==> src/rtl/radix4_approx_seq_mult_pkg.sv <==
// rtl/radix4_approx_seq_mult_pkg.sv - shared types and helpers for the radix-4 sequential multiplier
package radix4_approx_seq_mult_pkg;

   typedef enum logic [1:0] {
      ST_IDLE = 2'd0,
      ST_BUSY = 2'd1,
      ST_DONE = 2'd2
   } state_t;

   typedef struct packed {
      logic neg;
      logic one;
      logic two;
   } booth_sel_t;

   function automatic int num_digits(input int width);
      return width / 2 + 1;
   endfunction

   // Window is {b[2i+1], b[2i], b[2i-1]}; digit = -2*w[2] + w[1] + w[0]
   function automatic booth_sel_t booth_encode(input logic [2:0] win);
      booth_sel_t sel;
      sel = '0;
      case (win)
         3'b001, 3'b010: sel.one = 1'b1;
         3'b011:         sel.two = 1'b1;
         3'b100:         begin sel.neg = 1'b1; sel.two = 1'b1; end
         3'b101, 3'b110: begin sel.neg = 1'b1; sel.one = 1'b1; end
         default:        sel = '0;
      endcase
      return sel;
   endfunction

endpackage

==> src/rtl/radix4_approx_seq_mult_if.sv <==
// rtl/radix4_approx_seq_mult_if.sv - operand/product handshake bundle for the sequential multiplier
interface radix4_approx_seq_mult_if #(
   parameter int WIDTH = 16
);
   logic                   in_valid;
   logic                   in_ready;
   logic [WIDTH-1:0]       a;
   logic [WIDTH-1:0]       b;
   logic                   approx_en;
   logic                   out_valid;
   logic                   out_ready;
   logic [2*WIDTH-1:0]     p;
   logic                   busy;

   modport master (
      output in_valid, a, b, approx_en, out_ready,
      input  in_ready, out_valid, p, busy
   );

   modport slave (
      input  in_valid, a, b, approx_en, out_ready,
      output in_ready, out_valid, p, busy
   );
endinterface

==> src/rtl/radix4_booth_pp_gen.sv <==
// rtl/radix4_booth_pp_gen.sv - combinational masked, shifted radix-4 Booth partial product
module radix4_booth_pp_gen
   import radix4_approx_seq_mult_pkg::*;
#(
   parameter int WIDTH    = 16,
   parameter int APPROX_K = 8,
   parameter int IDX_W    = 4
) (
   input  logic [WIDTH-1:0]   a,
   input  logic [2:0]         win,
   input  logic [IDX_W-1:0]   idx,
   input  logic               approx_en,
   output logic [2*WIDTH-1:0] pp
);
   localparam int PW = 2 * WIDTH;
   localparam logic [PW-1:0] KEEP_MASK = {PW{1'b1}} << APPROX_K;

   booth_sel_t    sel;
   logic [PW-1:0] mag;
   logic [PW-1:0] shifted;
   logic [PW-1:0] signed_pp;

   always_comb begin
      sel = booth_encode(win);
      mag = '0;
      if (sel.one) begin
         mag = PW'(a);
      end else if (sel.two) begin
         mag = PW'(a) << 1;
      end
      shifted   = mag << {idx, 1'b0};
      // Two's complement negate after the shift keeps the result modulo 2^PW
      signed_pp = sel.neg ? (~shifted + 1'b1) : shifted;
      pp        = approx_en ? (signed_pp & KEEP_MASK) : signed_pp;
   end
endmodule

==> src/rtl/radix4_approx_seq_mult.sv <==
// rtl/radix4_approx_seq_mult.sv - iterative radix-4 Booth multiplier, one digit per clock, exact/approximate mode
module radix4_approx_seq_mult
   import radix4_approx_seq_mult_pkg::*;
#(
   parameter int WIDTH    = 16,
   parameter int APPROX_K = 8
) (
   input  logic                        clk,
   input  logic                        rst_n,
   radix4_approx_seq_mult_if.slave     bus
);
   localparam int N     = num_digits(WIDTH);
   localparam int CNT_W = $clog2(N + 1);
   localparam int PW    = 2 * WIDTH;

   generate
      if ((WIDTH % 2) != 0 || WIDTH < 4) begin : g_bad_width
         $error("radix4_approx_seq_mult: WIDTH must be even and >= 4");
      end
      if (APPROX_K < 0 || APPROX_K > PW) begin : g_bad_k
         $error("radix4_approx_seq_mult: APPROX_K must be in 0..2*WIDTH");
      end
   endgenerate

   state_t             state_q, state_d;
   logic [WIDTH-1:0]   a_q;
   logic [WIDTH+2:0]   b_q;
   logic               approx_q;
   logic [CNT_W-1:0]   cnt_q;
   logic [PW-1:0]      acc_q;
   logic [PW-1:0]      p_q;
   logic [PW-1:0]      pp;
   logic [PW-1:0]      acc_next;
   logic               last_digit;
   logic               accept;
   logic               in_ready;
   logic               out_valid;
   logic               busy;

   radix4_booth_pp_gen #(
      .WIDTH    (WIDTH),
      .APPROX_K (APPROX_K),
      .IDX_W    (CNT_W)
   ) u_pp_gen (
      .a         (a_q),
      .win       (b_q[2:0]),
      .idx       (cnt_q),
      .approx_en (approx_q),
      .pp        (pp)
   );

   assign acc_next   = acc_q + pp;
   assign last_digit = (cnt_q == CNT_W'(N - 1));

   always_ff @(posedge clk or negedge rst_n) begin
      if (!rst_n) begin
         state_q <= ST_IDLE;
      end else begin
         state_q <= state_d;
      end
   end

   always_comb begin
      state_d   = state_q;
      in_ready  = 1'b0;
      out_valid = 1'b0;
      busy      = 1'b0;
      accept    = 1'b0;
      case (state_q)
         ST_IDLE: begin
            in_ready = 1'b1;
            if (bus.in_valid) begin
               accept  = 1'b1;
               state_d = ST_BUSY;
            end
         end
         ST_BUSY: begin
            busy = 1'b1;
            if (last_digit) begin
               state_d = ST_DONE;
            end
         end
         ST_DONE: begin
            busy      = 1'b1;
            out_valid = 1'b1;
            if (bus.out_ready) begin
               state_d = ST_IDLE;
            end
         end
         default: state_d = ST_IDLE;
      endcase
   end

   // Multiplier is held with b[-1]=0 below and two zero bits above, and shifted
   // down one digit per cycle so the current window is always b_q[2:0].
   always_ff @(posedge clk or negedge rst_n) begin
      if (!rst_n) begin
         a_q      <= '0;
         b_q      <= '0;
         approx_q <= 1'b0;
         cnt_q    <= '0;
         acc_q    <= '0;
         p_q      <= '0;
      end else if (accept) begin
         a_q      <= bus.a;
         b_q      <= {2'b00, bus.b, 1'b0};
         approx_q <= bus.approx_en;
         cnt_q    <= '0;
         acc_q    <= '0;
      end else if (state_q == ST_BUSY) begin
         acc_q <= acc_next;
         cnt_q <= cnt_q + 1'b1;
         b_q   <= b_q >> 2;
         if (last_digit) begin
            p_q <= acc_next;
         end
      end
   end

   assign bus.in_ready  = in_ready;
   assign bus.out_valid = out_valid;
   assign bus.busy      = busy;
   assign bus.p         = p_q;
endmodule
==> src/flat_wrapper.sv <==
// flat-port wrapper written by rule: the top's interface ports become plain ports
module radix4_approx_seq_mult_flat import radix4_approx_seq_mult_pkg::*;
#(
   parameter int WIDTH    = 16,
   parameter int APPROX_K = 8
)
  (clk, rst_n, bus_in_valid, bus_a, bus_b, bus_approx_en, bus_out_ready, bus_in_ready, bus_out_valid, bus_p, bus_busy);
  radix4_approx_seq_mult_if #(.WIDTH(WIDTH)) bus_i ();
  input  logic clk;
  input  logic rst_n;
  input wire logic [$bits(bus_i.in_valid)-1:0] bus_in_valid;
  input wire logic [$bits(bus_i.a)-1:0] bus_a;
  input wire logic [$bits(bus_i.b)-1:0] bus_b;
  input wire logic [$bits(bus_i.approx_en)-1:0] bus_approx_en;
  input wire logic [$bits(bus_i.out_ready)-1:0] bus_out_ready;
  output wire logic [$bits(bus_i.in_ready)-1:0] bus_in_ready;
  output wire logic [$bits(bus_i.out_valid)-1:0] bus_out_valid;
  output wire logic [$bits(bus_i.p)-1:0] bus_p;
  output wire logic [$bits(bus_i.busy)-1:0] bus_busy;
  assign bus_i.in_valid = bus_in_valid;
  assign bus_i.a = bus_a;
  assign bus_i.b = bus_b;
  assign bus_i.approx_en = bus_approx_en;
  assign bus_i.out_ready = bus_out_ready;
  assign bus_in_ready = bus_i.in_ready;
  assign bus_out_valid = bus_i.out_valid;
  assign bus_p = bus_i.p;
  assign bus_busy = bus_i.busy;
  radix4_approx_seq_mult #(.WIDTH(WIDTH), .APPROX_K(APPROX_K)) u_core (.clk(clk), .rst_n(rst_n), .bus(bus_i));
endmodule
==> config.mk <==
export PLATFORM = sky130hd
export DESIGN_NAME = radix4_approx_seq_mult_flat
export DESIGN_NICKNAME = d
export VERILOG_FILES = /design/src/rtl/radix4_approx_seq_mult_pkg.sv /design/src/rtl/radix4_approx_seq_mult_if.sv /design/src/rtl/radix4_booth_pp_gen.sv /design/src/rtl/radix4_approx_seq_mult.sv /design/src/flat_wrapper.sv
export SDC_FILE = /design/constraint.sdc
export NUM_CORES = 1
export LEC_CHECK = 0
export ABC_CLOCK_PERIOD_IN_PS = 10800
export CORE_ASPECT_RATIO = 0.7
export CORE_UTILIZATION = 45
export CTS_BUF_LIST = sky130_fd_sc_hd__clkbuf_8
export DETAILED_ROUTE_END_ITERATION = 6
export PLACE_DENSITY = 0.74
export SETUP_SLACK_MARGIN = 0.15
export SKIP_LAST_GASP = 1
export SYNTH_ARGS = -nofsm -noshare
export SYNTH_HDL_FRONTEND = slang
export SYNTH_SLANG_ARGS = --single-unit
==> constraint.sdc <==
create_clock -name clk -period 10.8 [get_ports clk]
set_input_delay 2.7 -clock clk [delete_from_list [all_inputs] [get_ports clk]]
set_output_delay 2.7 -clock clk [all_outputs]
set_load 0.02 [all_outputs]
==> flow_summary_export.csv, run 1 <==
group,metric,value,unit
outcome,status,"finished with violations",
outcome,violations,"design-rule violations",
cells_and_area,nNetsFinal,1107,
drt,drt_pass1_iterations,7,
clocking,clockBufferDepth,2,
placement,dp.cells,1249,
logic_synthesis,yosysSeqAreaShare,30.5,%
placement,routabilityCongestion,0.935,
logic_synthesis,syn_inst,994,
worst_hold_path,hp-start,"u_core.bus.p[23]$_DFFE_PN0P_",
clocking,cts_tree,"done",
floorplanning,ios,72,
global_routing,antenna_found_initial,0,
logic_synthesis,synth_cell_type_count,81,
timing,tns,0,ns
placement,numPortBuffers,71,
critical_path,critPathLaunchType,"flip-flop",
cells_and_area,syn2layout_area_growth,11.3,%
critical_path,cp_max_fo,36,
critical_path,crit_start,"u_core.b_q[2]$_DFFE_PN0P_",
timing,setup_viol,0,
logic_synthesis,yosys_register_bits,104,
timing,maxSlewViolCount,0,
drt,viasPerCell,5.93,
clocking,clockRootBuffer,"clkbuf_8",
worst_hold_path,holdCritPathClass,"flip-flop to flip-flop",
logic_synthesis,synth_nets,1077,
clocking,ctsResizeCount,0,
critical_path,path_cells,"nand3b_2, a32oi_4, a22o_1, or2_1, or3_4, o31a_1, o31ai_1, xnor2_1, ha_1, nand4_1, nor2_1, o2111ai_1, and3_1, o31ai_2, a2111oi_0, or3b_2, or4b_1, nand4_1",
critical_path,path_buf_inv,0,
placement,post-place-ws,4.64,ns
placement,hpwl,14900,um
global_routing,overflow,0,
logic_synthesis,yosys.area.top_type,"dfrtp_1",
critical_path,cp.required,11.14,ns
global_routing,grt_start_max_net_pins,76,
logic_synthesis,yosys.cell_count.top_type,"nand2_1",
logic_synthesis,netlist_area,8540,um^2
critical_path,max_stage_delay,0.95,ns
global_routing,first_global_vias,6834,
drt,vias,7507,
timing,post-route-period-util,58.1,%
logic_synthesis,synth_area_leaders,"dfrtp_1 (30%), ha_1 (6.6%), nand2_1 (6.2%), mux2i_1 (4.9%), o21ai_0 (4.3%)",
clocking,clock_sinks,104,
timing,fin_skew,0.0159,ns
clocking,clock_latency,0.41,ns
logic_synthesis,synth-edff-count,0,
cells_and_area,final_cells,1266,
timing,rsz0062_at_grt,"no",
floorplanning,initial_core_util,46.6,%
drt,drt-wirelength-per-cell,16.4,um
critical_path,crit_top_cell,"nand4_1",
logic_synthesis,ys_warn_count,0,
cells_and_area,nFillCells,1727,
critical_path,cp.arrival,6.62,ns
floorplanning,row_count,41,
logic_synthesis,syn_avg_cell_area,8.59,um^2
logic_synthesis,async_reset_ff_share,100,%
clocking,cts_setup_buffers,0,
floorplanning,fp.dieArea,19500,um^2
clocking,htreeDepth,3,
timing,min_period,6.28,ns
cells_and_area,drive_above_1_share,7.68,%
timing,max_slew.worst_pin.slew,1.09,ns
global_routing,grt_pass1_wl,34800,um
timing,setup_slack,4.52,ns
flow_run,maxCapViolations,0,
critical_path,rr_startpoint,"u_core.b_q[2]$_DFFE_PN0P_",
floorplanning,die_w,167,um
drt,remaining_drc_errors,8,
critical_path,crit_family,"simple AND/OR/NAND/NOR gates",
drt,wirelength,20700,um
clocking,ctsHoldBuffers,0,
critical_path,endpoint_kind,"flip-flop",
drt,ant_nets,0,
clocking,cts_buffers,9,
logic_synthesis,synth_top_area_share,30.5,%
drt,dr.first_iter.drc_count,819,
timing,relSlewSlack,26.9,%
critical_path,crit_type,"flip-flop to flip-flop",
logic_synthesis,ys.flop_type,"dfrtp_1",
floorplanning,design.core.area,18300,um^2
timing,fmax,159,MHz
logic_synthesis,synth_common_cells,"nand2_1 (140), dfrtp_1 (104), o21ai_0 (73)",
timing,hold_viol,0,
floorplanning,die_h,117,um
clocking,clkSlewWorstSetupHoldPaths,0.12,ns
critical_path,cp_slowest_cell,"dfrtp_1",
global_routing,track_usage,22.1,%
==> cells by family after synthesis <==
logic type	Yosys count	share of synthesized area [%]
AND/OR/NAND/NOR	372	22.5
AO/OA/AOI/OAI	258	20.0
flip-flops	104	30.5
buffers and inverters	93	5.06
multiplexers	72	10.1
XOR/XNOR	49	5.03
adder cells (fa/ha/maj)	46	6.83
==> cells in the final DEF, fill, tap and decap left out, types with 33 or more instances in the layout <==
cell	synthesis	final
ha_1	45	44
nor2_1	62	62
o21ai_0	73	73
clkdlybuf4s50_1	0	70
dfrtp_1	104	104
nand3b_1	42	42
mux2i_1	42	42
nand2_1	140	140
inv_1	33	33
a21oi_1	65	65
==> layout make-up <==
class	count	area (um^2)	area share, %
inverter	33	124	1.30
clock buffer	9	124	1.30
tap	236	295	3.11
multi-input combinational	797	5510	58.0
sequential	104	2600	27.4
antenna	1	2.50	0.0263
timing repair buffer	79	768	8.09
clock inverter	7	73.8	0.777
==> registers in the layout, summed over array words and instances, names as in the netlist <==
register / count
u_core.state_q: 2
u_core.bus.p: 32
u_core.a_q: 16
u_core.approx_q: 1
u_core.acc_q: 32
u_core.cnt_q: 4
u_core.b_q: 17
==> worst paths after layout <==
kind | endpoint | slack (ns) | cells past startpoint
max | u_core.acc_q[30]$_DFFE_PN0P_ | 4.52 | 18
min | u_core.bus.p[23]$_DFFE_PN0P_ | 0.49 | 2
max reg2reg | u_core.acc_q[30]$_DFFE_PN0P_ | 4.52 | 18
min reg2reg | u_core.bus.p[23]$_DFFE_PN0P_ | 0.49 | 2
max in group asynchronous | u_core.bus.p[2]$_DFFE_PN0P_ | 7.38 | 2
min in group asynchronous | u_core.bus.p[28]$_DFFE_PN0P_ | 2.31 | 1
==> worst register-to-register path, delay by kind of cell, from the launching register on <==
family                     cells  cell delay (ns)
xor gates and xnor gates       1             0.12
adders and majority gates      1             0.39
AOI/OAI and AO/OA              7             1.97
DFF                            1             0.95
and+or+nand+nor                9             2.77
==> layer usage <==
layer / share of wire, % / GRT usage, % / vias to the layer above
met2: 42 / 32.5 / 249
met4: 1.2 / 5.43 / 0
met5: 0 / 0 / -
met1: 50 / 33.1 / 3577
met3: 6.6 / 4.03 / 27
li1: - / - / 3654
==> through the flow <==
stage,utilization (%),instance area (um^2),hold WS [ns]
detailed placement,50.8,9300,0.470
global route,51.9,9500,0.520
finish,51.9,9500,0.488
global placement,50.8,9300,0.460
CTS,51.9,9500,0.495
floorplan,-,8540,0.479
Power of run 1 is left out: the tool's default activity adds up to more than one toggle a clock period on the data nets, which glitch-free logic cannot reach.
==> run 2, diff against run 1 <==
--- a/config.mk
+++ b/config.mk
@@ -5,7 +5,7 @@
 export SDC_FILE = /design/constraint.sdc
 export NUM_CORES = 1
 export LEC_CHECK = 0
-export ABC_CLOCK_PERIOD_IN_PS = 10800
+export ABC_CLOCK_PERIOD_IN_PS = 6450
 export CORE_ASPECT_RATIO = 0.7
 export CORE_UTILIZATION = 45
 export CTS_BUF_LIST = sky130_fd_sc_hd__clkbuf_8
==> constraint.sdc (replaced) <==
create_clock -name clk -period 6.45 [get_ports clk]
set_input_delay 1.6125 -clock clk [delete_from_list [all_inputs] [get_ports clk]]
set_output_delay 1.6125 -clock clk [all_outputs]
set_load 0.02 [all_outputs]
==> flow_summary_export.csv, run 2 (synthesis gave the netlist of run 1 again) <==
group,metric,value,unit
outcome,status,"finished with violations",
outcome,violations,"design-rule violations",
placement,dp.cells,1264,
placement,hpwl,15500,um
drt,wl_met2,8440,um
clocking,clockRootBuffer,"clkbuf_8",
timing,setup_slack,0.574,ns
global_routing,grt_pass1_wl,34800,um
timing,hold_viol,0,
flow_run,maxCapViolations,0,
global_routing,grt_start_max_net_pins,66,
critical_path,cp_slowest_cell,"dfrtp_1",
drt,routed.top_layer,"met4",
drt,drt_pass1_iterations,7,
critical_path,path_buf_inv,1,
drt,wl_met1,10400,um
timing,rsz0062_at_grt,"no",
cells_and_area,multi_input_area,5510,um^2
drt,viasPerCell,5.85,
placement,routabilityCongestion,0.940,
clocking,htreeDepth,3,
placement,numPortBuffers,71,
critical_path,rr_worst_depth,21,
worst_hold_path,holdCritPathClass,"flip-flop to flip-flop",
timing,setup_viol,0,
drt,dr.first_iter.drc_count,711,
floorplanning,initial_core_util,46.6,%
timing,max_slew.worst_pin.slew,1.02,ns
floorplanning,die_w,167,um
timing,fin_skew,0.0147,ns
floorplanning,fp.dieArea,19500,um^2
clocking,clock_latency,0.39,ns
clocking,cts_buffers,9,
critical_path,cp.required,6.77,ns
cells_and_area,final_cells,1280,
drt,vias,7482,
timing,tns,0,ns
cells_and_area,final_common_cell,"nand2_1",
clocking,cts_tree,"done",
critical_path,path_cells,"buf_4, nand2b_1, a32o_1, a22oi_1, and2_1, o41ai_1, and2_1, nand2_1, o31ai_1, xnor2_1, ha_1, and2_1, a41oi_1, o21a_1, o21ai_0, a21oi_1, o31ai_2, a2111oi_0, or3b_2, or4b_1, nand4_1",
critical_path,cp.arrival,6.20,ns
drt,drt-wirelength-per-cell,16.1,um
placement,post-place-ws,0.688,ns
drt,ant_nets,0,
timing,min_period,5.88,ns
cells_and_area,drive_above_1_share,9.00,%
floorplanning,row_count,41,
critical_path,crit_family,"compound AO/OA/AOI/OAI gates",
critical_path,critPathLaunchType,"flip-flop",
timing,post-route-period-util,91.1,%
cells_and_area,nNetsFinal,1122,
floorplanning,design.core.area,18300,um^2
critical_path,endpoint_kind,"flip-flop",
clocking,clkSlewWorstSetupHoldPaths,0.10,ns
critical_path,cp_num_cells,21,
cells_and_area,seq_area,2600,um^2
timing,maxSlewViolCount,0,
cells_and_area,syn2layout_area_growth,12.5,%
global_routing,track_usage,21.9,%
clocking,cts_setup_buffers,0,
critical_path,cp_max_fo,20,
critical_path,crit_top_cell,"and2_1",
drt,wl_met3,1570,um
floorplanning,die_h,117,um
clocking,clockBufferDepth,2,
drt,remaining_drc_errors,4,
drt,wirelength,20600,um
floorplanning,ios,72,
global_routing,antenna_found_initial,0,
clocking,clock_sinks,104,
global_routing,overflow,0,
clocking,ctsResizeCount,0,
critical_path,crit_type,"flip-flop to flip-flop",
cells_and_area,antenna_cells,0,
critical_path,max_stage_delay,0.57,ns
worst_hold_path,worstHoldPathCells,2,
clocking,ctsHoldBuffers,0,
timing,fmax,170,MHz
global_routing,first_global_vias,6933,
cells_and_area,layout_common_cells,"nand2_1 (140), dfrtp_1 (104), o21ai_0 (73), clkdlybuf4s50_1 (70), a21oi_1 (65)",
timing,relSlewSlack,31.8,%
cells_and_area,nFillCells,1747,
[run 2: cell types whose count changed in the layout (fill, tap and decap cells not counted), sizes merged]
cell | before | now
clkinvlp | 2 | 1
buf | 9 | 24
inv | 37 | 36
clkinv | 1 | 3
diode | 1 | 0
[run 2: cell type report]
type	count	area share [%]
sequential	104	27.1
timing repair buffer	94	9.18
clock inverter	7	0.665
clock buffer	9	1.29
multi-input combinational	797	57.4
tap	236	3.08
inverter	33	1.29
[run 2: worst paths after layout]
kind,startpoint,to,slack (ns)
max in group asynchronous,rst_n,u_core.acc_q[9]$_DFFE_PN0P_,4.09
worst min register to register,u_core.bus.p[23]$_DFFE_PN0P_,u_core.bus.p[23]$_DFFE_PN0P_,0.49
worst min-delay path,u_core.bus.p[23]$_DFFE_PN0P_,u_core.bus.p[23]$_DFFE_PN0P_,0.49
worst max register to register,u_core.b_q[0]$_DFFE_PN0P_,u_core.acc_q[30]$_DFFE_PN0P_,0.57
worst max-delay path,u_core.b_q[0]$_DFFE_PN0P_,u_core.acc_q[30]$_DFFE_PN0P_,0.57
min in group asynchronous,rst_n,u_core.state_q[1]$_DFFE_PN0P_,1.23
[run 2: metal layers]
layer	vias to the layer above	track usage, %
li1	3679	-
met1	3546	32.1
met2	237	32.9
met3	20	4.94
met4	0	4.38
met5	-	0
[run 2: stage by stage]
step           utilization, %  area (um^2)  hold WS [ns]
2_1_floorplan               -         8540         0.479
3_3_place_gp             51.4         9410         0.460
3_5_place_dp             51.4         9410         0.468
4_1_cts                  52.4         9600         0.494
5_1_grt                  52.4         9600         0.522
6_report                 52.4         9600         0.487
[run 2: tightest hold or removal path: cells and delay by family (launching register included)]
family           cells  cell delay (ns)
AO/OA/AOI/OAI        1             0.06
flip-flops           1             0.36
AND/OR/NAND/NOR      1             0.04
Power of run 2 is left out for the same reason.
